==> src/rtl/multicycle_ctrl.sv <==
// Multicycle CPU control FSM: IF/ID/EX/MEM/WB sequencing, control strobes and retired count.
// Latency: 2-5 cycles per instruction; outputs are combinational decodes of the current state.
// Backpressure: mem_ready stalls MEM only when MEM_WAIT_EN is defined, otherwise MEM is one cycle.
module multicycle_ctrl #(
  parameter int ALU_OP_W = 3
) (
  input  logic                clk,
  input  logic                rst,
  input  logic [5:0]          opcode,
  input  logic [5:0]          funct,
  input  logic                alu_zero,
  input  logic                mem_ready,
  output logic                ir_we,
  output logic                pc_we,
  output logic                ct_branch,
  output logic                ct_jump,
  output logic                reg_we,
  output logic                mem_re,
  output logic                mem_we,
  output logic                illegal,
  output logic [ALU_OP_W-1:0] alu_op,
  output logic [2:0]          state,
  output logic [31:0]         retired
);

  typedef enum logic [2:0] {
    S_IF  = 3'd0,
    S_ID  = 3'd1,
    S_EX  = 3'd2,
    S_MEM = 3'd3,
    S_WB  = 3'd4
  } state_e;

  localparam logic [5:0] OP_R    = 6'b000000;
  localparam logic [5:0] OP_J    = 6'b000010;
  localparam logic [5:0] OP_BEQ  = 6'b000100;
  localparam logic [5:0] OP_ADDI = 6'b001000;
  localparam logic [5:0] OP_LW   = 6'b100011;
  localparam logic [5:0] OP_SW   = 6'b101011;

  localparam logic [2:0] ALU_ADD = 3'd0;
  localparam logic [2:0] ALU_SUB = 3'd1;
  localparam logic [2:0] ALU_AND = 3'd2;
  localparam logic [2:0] ALU_OR  = 3'd3;
  localparam logic [2:0] ALU_SLT = 3'd4;

  state_e      state_q, state_d;
  logic [5:0]  opc_q, opc_d;
  logic [5:0]  fn_q, fn_d;
  logic [31:0] retired_q, retired_d;
  logic [2:0]  alu_c;
  logic        id_legal;
  logic        mem_done;

  // R-type funct codes that the ALU understands
  function automatic logic fn_known(input logic [5:0] f);
    return (f inside {6'b100000, 6'b100010, 6'b100100, 6'b100101, 6'b101010});
  endfunction

  function automatic logic [2:0] fn_alu(input logic [5:0] f);
    case (f)
      6'b100010: return ALU_SUB;
      6'b100100: return ALU_AND;
      6'b100101: return ALU_OR;
      6'b101010: return ALU_SLT;
      default:   return ALU_ADD;
    endcase
  endfunction

  // ID has to act before the latch closes, so legality is judged on the live fields
  assign id_legal = (opcode inside {OP_R, OP_J, OP_BEQ, OP_ADDI, OP_LW, OP_SW}) &&
                    ((opcode != OP_R) || fn_known(funct));

`ifdef MEM_WAIT_EN
  // MEM completes only when the data memory reports ready
  assign mem_done = mem_ready;
  // Branch outcome is resolved in the datapath, not here
  logic unused_in;
  assign unused_in = alu_zero;
`else
  // MEM is always a single cycle; mem_ready has no meaning in this build
  assign mem_done = 1'b1;
  logic unused_in;
  assign unused_in = ^{alu_zero, mem_ready};
`endif

  // Next-state, decode latch and control strobes from state plus latched fields
  always_comb begin
    state_d   = S_IF;
    opc_d     = opc_q;
    fn_d      = fn_q;
    ir_we     = 1'b0;
    pc_we     = 1'b0;
    ct_branch = 1'b0;
    ct_jump   = 1'b0;
    reg_we    = 1'b0;
    mem_re    = 1'b0;
    mem_we    = 1'b0;
    illegal   = 1'b0;
    alu_c     = ALU_ADD;
    case (state_q)
      S_IF: begin
        ir_we   = 1'b1;
        state_d = S_ID;
      end
      S_ID: begin
        opc_d = opcode;
        fn_d  = funct;
        if (!id_legal) begin
          illegal = 1'b1;
          pc_we   = 1'b1;
        end else if (opcode == OP_J) begin
          ct_jump = 1'b1;
          pc_we   = 1'b1;
        end else begin
          state_d = S_EX;
        end
      end
      S_EX: begin
        case (opc_q)
          OP_BEQ: begin
            ct_branch = 1'b1;
            pc_we     = 1'b1;
            alu_c     = ALU_SUB;
          end
          OP_R: begin
            alu_c   = fn_alu(fn_q);
            state_d = S_WB;
          end
          OP_ADDI:      state_d = S_WB;
          OP_LW, OP_SW: state_d = S_MEM;
          default:      state_d = S_IF;
        endcase
      end
      S_MEM: begin
        mem_re = (opc_q == OP_LW);
        mem_we = (opc_q == OP_SW);
        if (!mem_done) begin
          state_d = S_MEM;
        end else if (opc_q == OP_LW) begin
          state_d = S_WB;
        end else begin
          pc_we = 1'b1;
        end
      end
      S_WB: begin
        reg_we = 1'b1;
        pc_we  = 1'b1;
      end
      default: state_d = S_IF;
    endcase
    retired_d = retired_q + {31'd0, pc_we};
  end

  // State, latched instruction fields and retired counter
  always_ff @(posedge clk or posedge rst) begin
    if (rst) begin
      state_q   <= S_IF;
      opc_q     <= 6'd0;
      fn_q      <= 6'd0;
      retired_q <= 32'd0;
    end else begin
      state_q   <= state_d;
      opc_q     <= opc_d;
      fn_q      <= fn_d;
      retired_q <= retired_d;
    end
  end

  assign alu_op  = ALU_OP_W'(alu_c);
  assign state   = state_q;
  assign retired = retired_q;

endmodule

==> config.mk <==
export PLATFORM = sky130hd
export DESIGN_NAME = multicycle_ctrl
export DESIGN_NICKNAME = d
export VERILOG_FILES = /design/src/rtl/multicycle_ctrl.sv
export SDC_FILE = /design/constraint.sdc
export NUM_CORES = 1
export LEC_CHECK = 0
export BUFFER_PORTS_ARGS = -buffer_cell sky130_fd_sc_hd__buf_2
export CORE_MARGIN = 2
export CORE_UTILIZATION = 55
export CTS_CLUSTER_DIAMETER = 60
export DETAILED_ROUTE_END_ITERATION = 10
export HOLD_SLACK_MARGIN = 0.06
export PLACE_DENSITY_LB_ADDON = 0.08
export SYNTH_ARGS = -nofsm -noshare
export SYNTH_HDL_FRONTEND = slang
export SYNTH_SLANG_ARGS = --single-unit
==> constraint.sdc <==
create_clock -name clk -period 7.25 [get_ports clk]
set_input_delay 1.45 -clock clk [delete_from_list [all_inputs] [get_ports clk]]
set_output_delay 1.45 -clock clk [all_outputs]
set_load 0.05 [all_outputs]
* Word-level counts from Yosys, hierarchy flattened
Index checks and enable logic that the tools add are counted.
** Word-level totals
- Bits in writable memories :: 0
- Memories :: 0
- Memory bits (read-only) :: 0
- Output and inout bits :: 46
- Latch bits :: 0
- Logic and storage cells :: 59
- Bits of input ports :: 16
- Bits in registers :: 47
** Cells by class
- Eq/ne operators :: 22
- Mux-type cells :: 22
- $lt $le $gt $ge :: 0
- Add/sub/neg operators :: 1
- Shifts and indexed selects :: 0
- Multiply operators :: 0
- Reduce and logical (&&, ||, !) cells :: 10
- Div/mod/pow operators :: 0
- Bitwise gates (word level) :: 0
** Operators with widths (number)
- == test 6 bit, second input constant :: 13
- adder 32 x 1 -> 32 bit :: 1
- case mux 3 bit (4 select lines) :: 2
- two-way mux 1 bit :: 13
- == test 6 x 3 -> 1 bit, second input constant :: 2
- == test 6 x 4 -> 1 bit, second input constant :: 2
- logical NOT 6 bit :: 2
- case mux 3 bit (2 select lines) :: 2
- nonzero test 6 bit :: 2
- == test 3 x 2 -> 1 bit, second input constant :: 2
- == test 6 x 2 -> 1 bit, second input constant :: 1
- two-way mux 3 bit :: 2
- nonzero test 5 bit :: 1
- two-way mux 2 bit :: 2
- case mux 1 bit (4 select lines) :: 1
- OR reduction 2 bit :: 2
- == test 3 x 1 -> 1 bit, second input constant :: 1
- == test 3 bit, second input constant :: 1
- logical NOT 3 bit :: 1
- logical AND 1 bit :: 1
- logical OR 1 bit :: 1

* Longest topological paths before layout
- Depth in word-level cells :: 7
- Mapped depth :: 11
- Gate-level depth less buffers :: 10

* Worst setup path before layout
No wires, ideal clock.
- Kind :: input-to-reg
- Start :: input port opcode[5]
- End :: register retired_q[28], in the netlist retired[28]
- Buffers on the path :: 0
- Required time :: 7.105 ns
- Path slack :: 1.400 ns
- Stages :: 10
- Arrival time :: 5.705 ns
- Cells stage by stage :: or4_1 nor4_1 nor4_1 o21ai_0 ha_1 ha_1 nand2_1 or4_4 nor4_1 xor2_1
** On the way
- Longest elaborated chain between the ends :: 6
** Ends and longest elaborated chain
- from (decl) :: line 9 : input logic [5:0] opcode,
- == test 6 x 2 -> 1 bit (tied with other cells) :: line 71, 112
- nonzero test 6 bit / logical OR 1 bit (equally long branches) :: line 71, 72
- logical AND 1 bit :: line 71 : assign id_legal = (opcode inside {OP_R, OP_J, OP_BEQ, OP_ADDI, OP_LW, OP_SW}) &&
- two-way mux 1 bit * :: line 109 : if (!id_legal) begin
- case mux 1 bit (4 select lines) * :: line 101 : case (state_q)
- named net pc_we :: line 14 : output logic pc_we,
- adder 32 x 1 -> 32 bit * :: line 152 : retired_d = retired_q + {31'd0, pc_we};
- named net retired_d[28] :: line 50 : logic [31:0] retired_q, retired_d;
- to (signal assigned) :: line 166 : retired_q <= retired_d;
- to (decl) :: line 50
Mark *: on every way through the listed nets, which the timed path passes. The rest lies on a longest branch.
A chain may end at the register's enable or synchronous reset.

* Worst setup path in the final report
- Start :: input port opcode[5]
- End :: output port pc_we
** On the way
- Longest elaborated chain between the ends :: 5
** Ends and longest elaborated chain (line)
- == test 6 x 2 -> 1 bit (tied with other cells) :: 71, 112
- nonzero test 6 bit / logical OR 1 bit (equally long branches) :: 71, 72
- logical AND 1 bit :: 71
- two-way mux 1 bit * :: 109
- case mux 1 bit (4 select lines) * :: 101
- to (decl) :: 14
Every way passes the cells marked *; elsewhere a longest branch is shown, timed or not.

==> results.ini <==
[die]
num_rows = 23
ioPinCount = 62
fp.dieW_um = 68.56
die_area_um2 = 4700
die_h_um = 68.56
core_area_um2 = 4000
start_util_pct = 57.30

[clock_tree]
path_clk_slew_ns = 0.08
h-tree-depth = 2
ctsLongestPathBuffers = 2
ctsHoldBuffers = 0
root_buffer = clkbuf_8
postCtsSetupRepairBufs = 0
clkLatencyLatePin_ns = 0.31
clkSinkCount = 47
cts_tree = done
cts_resized = 0
cts-buffers-inserted = 5

[power_and_ir_drop]
sw_frac_of_total_pct = 41.31
power_w = 0.0008673
leakage_nw = 1.403
ir_worst_vdd_uv = 260.4
comb_power_share_pct = 33.3
seq_power_share_pct = 43.4
p_int_w = 0.0005090
clockPowerShare_pct = 23.4
p_per_area_nw_per_um2 = 314.2
switchingPower_w = 0.0003583

[setup_path]
path_cells = buf_2 > or4_1 > or2_2 > o31a_1 > o21ai_0 > buf_2
end_kind = output pin
crit_path_start_kind = primary input
slowest_stage = or4_1
critical_path_class = primary input to output pin
worstPathMaxFanout = 4
arrival_ns = 3.44
critPathRequiredTime_ns = 5.80
slowest_delay_ns = 0.55
cpMostUsedCell = buf_2
reg2reg_slack_ns = 3.85

[placement]
finalWeightedCongestion = 0.7672
pre_cts_ws_ns = 2.352
postPlaceCellArea_um2 = 2643
post-dp-hpwl_um = 3499
portBuffers = 59

[finish]
stdcell_area_um2 = 2760
syn2layout_area_growth_pct = 20.41
nNetsFinal = 310
diodes = 0
drive_gt1_share_pct = 28.08

[drt]
dr.pass1.iters = 4
wire_per_inst_um = 14.18
routed_wl_um = 4848
vias = 1883
viasPerCell = 5.506
first_iter_violations = 114
drc = 0
drtAntennaViolNets = 0

[global_route]
grt_pass1_wl_um = 7838
grt-ovfl-total = 0
grt_usage_pct = 22.73
grt_max_degree = 48
antenna_found_initial = 0
grt_pass1_vias = 1679

[synth]
ys_seq_area_share_pct = 51.31
synthMuxAreaShare_pct = 0.4913
synthArstFlopShare_pct = 100.0
synth-xor-area-share_pct = 11.46
syn_area_um2 = 2292
synth.area.top_cells = dfrtp_1 51%, nand2_1 7.7%, xnor2_1 6.5%, xor2_1 5.0%, nand3_1 2.2%
netlist_top_cells_count = 47 x dfrtp_1, 47 x nand2_1, 17 x xnor2_1
synth_compound_area_share_pct = 3.766
synthSimpleGateAreaFrac_pct = 29.20
ys_seq_elements = 47
ys_warn_count = 0
synth_top_family_by_area = simple AND/OR/NAND/NOR gates
syn_nets = 246
synth_top_cell_by_area = dfrtp_1
synthAdderAreaFrac_pct = 1.638
yosysTopAreaCellShare_pct = 51.31
synth_edf_count = 0
avgSynthCellArea_um2 = 10.10
syn_inst = 227
synthFlopType = dfrtp_1
yosysUniqueCellTypes = 42

[sta]
period_minus_slack_ns = 4.889
maxSlewHeadroom_pct = 51.00
maxSlewViolCount = 0
timing_hold_violations_final = 0
rsz0062_at_grt = false
worst_slack_ns = 2.361
worstMarginPinSlew_ns = 0.7282
setup_viol = 0
skew_ns = 0.01160
max_freq_ghz = 0.2045
setup-tns-final_ns = 0
fin_crit_sh_pct = 67.43

[worst_hold_path]
holdCritPathClass = register to register

[run_status]
status = finished, final reports clean

[run]
cap_violations = 0

[routing by layer]
metal | vias to the layer above | GRT usage (%) | part of all wire [%]
met5 | - | 0 | 0
met4 | 0 | 11.75 | 1.2
met3 | 6 | 4.383 | 6.3
met2 | 66 | 32.33 | 44
met1 | 891 | 32.87 | 48
li1 | 920 | - | -
[final timing paths]
path	start	endpoint	depth (start not counted)
setup / recovery	opcode[5]	pc_we	6
hold / removal	fn_q[4]$_DFFE_PP0N_	fn_q[4]$_DFFE_PP0N_	2
setup reg to reg	state[1]$_DFF_PP0_	retired[18]$_DFF_PP0_	10
hold reg to reg	fn_q[4]$_DFFE_PP0N_	fn_q[4]$_DFFE_PP0N_	2
max in group asynchronous	rst	fn_q[4]$_DFFE_PP0N_	3
min in group asynchronous	rst	retired[30]$_DFF_PP0_	3
[through the flow]
step                      hold WS (ns)  utilization, %  instances
after CTS                       0.4763           69.00        342
after global routing            0.4973           69.00        342
after global placement          0.4502           66.06        334
after floorplan                 0.4369               -        227
after detailed placement        0.4599           66.06        334
final                           0.4803           69.00        342
[cells in the final DEF, fill, tap and decap left out, types with 5 or more instances in the layout]
| cell type | count |
|---|---|
| nor4_1 | 6 |
| nor3_1 | 10 |
| nand4_1 | 5 |
| nand2_1 | 47 |
| nor2_1 | 11 |
| xor2_1 | 13 |
| nand3_1 | 10 |
| buf_2 | 59 |
| xnor2_1 | 17 |
| clkbuf_8 | 6 |
| inv_1 | 6 |
| dfrtp_1 | 47 |
[cell families (layout without fill, tap and decap cells)]
group	after synthesis	count (layout)
buffers and inverters	11	76
DFF	47	47
AOI/OAI and AO/OA	13	13
xor gates and xnor gates	30	30
and+or+nand+nor	122	122
adders and majority gates	3	3
muxes	1	1
[power groups by stage]
| stage | combinational (W) | clock, W | sequential (W) |
|---|---|---|---|
| final | 0.000288 | 0.000203 | 0.000376 |
| after global routing | 0.000318 | 0.000213 | 0.000386 |
| after CTS | 0.000292 | 0.000205 | 0.000375 |
| after detailed placement | 0.000289 | 0 | 0.000380 |
| after global placement | 0.000284 | 0 | 0.000377 |
| after floorplan | 0.000151 | 0 | 0.000441 |
[state kept, by name, summed over array words and instances (netlist names)]
| register | flops |
|---|---|
| opc_q | 6 |
| state | 3 |
| retired | 32 |
| fn_q | 6 |
[critical path: cells and delay by family]
family	cells	cell delay [ns]
compound gates	2	0.65
simple gates	2	0.85
buf+inv	2	0.48
[final cells by class]
cell class              instances  area, um^2
clock buffers                   6       82.58
well taps                      50       62.56
flip-flops and latches         47        1176
multi-input cells             169        1067
fillers                       324        1240
inverters                       7       26.28
clock inverters                 2       35.03
repair buffers                 61       310.3
Note: power is estimated with default switching activity, not from simulation.
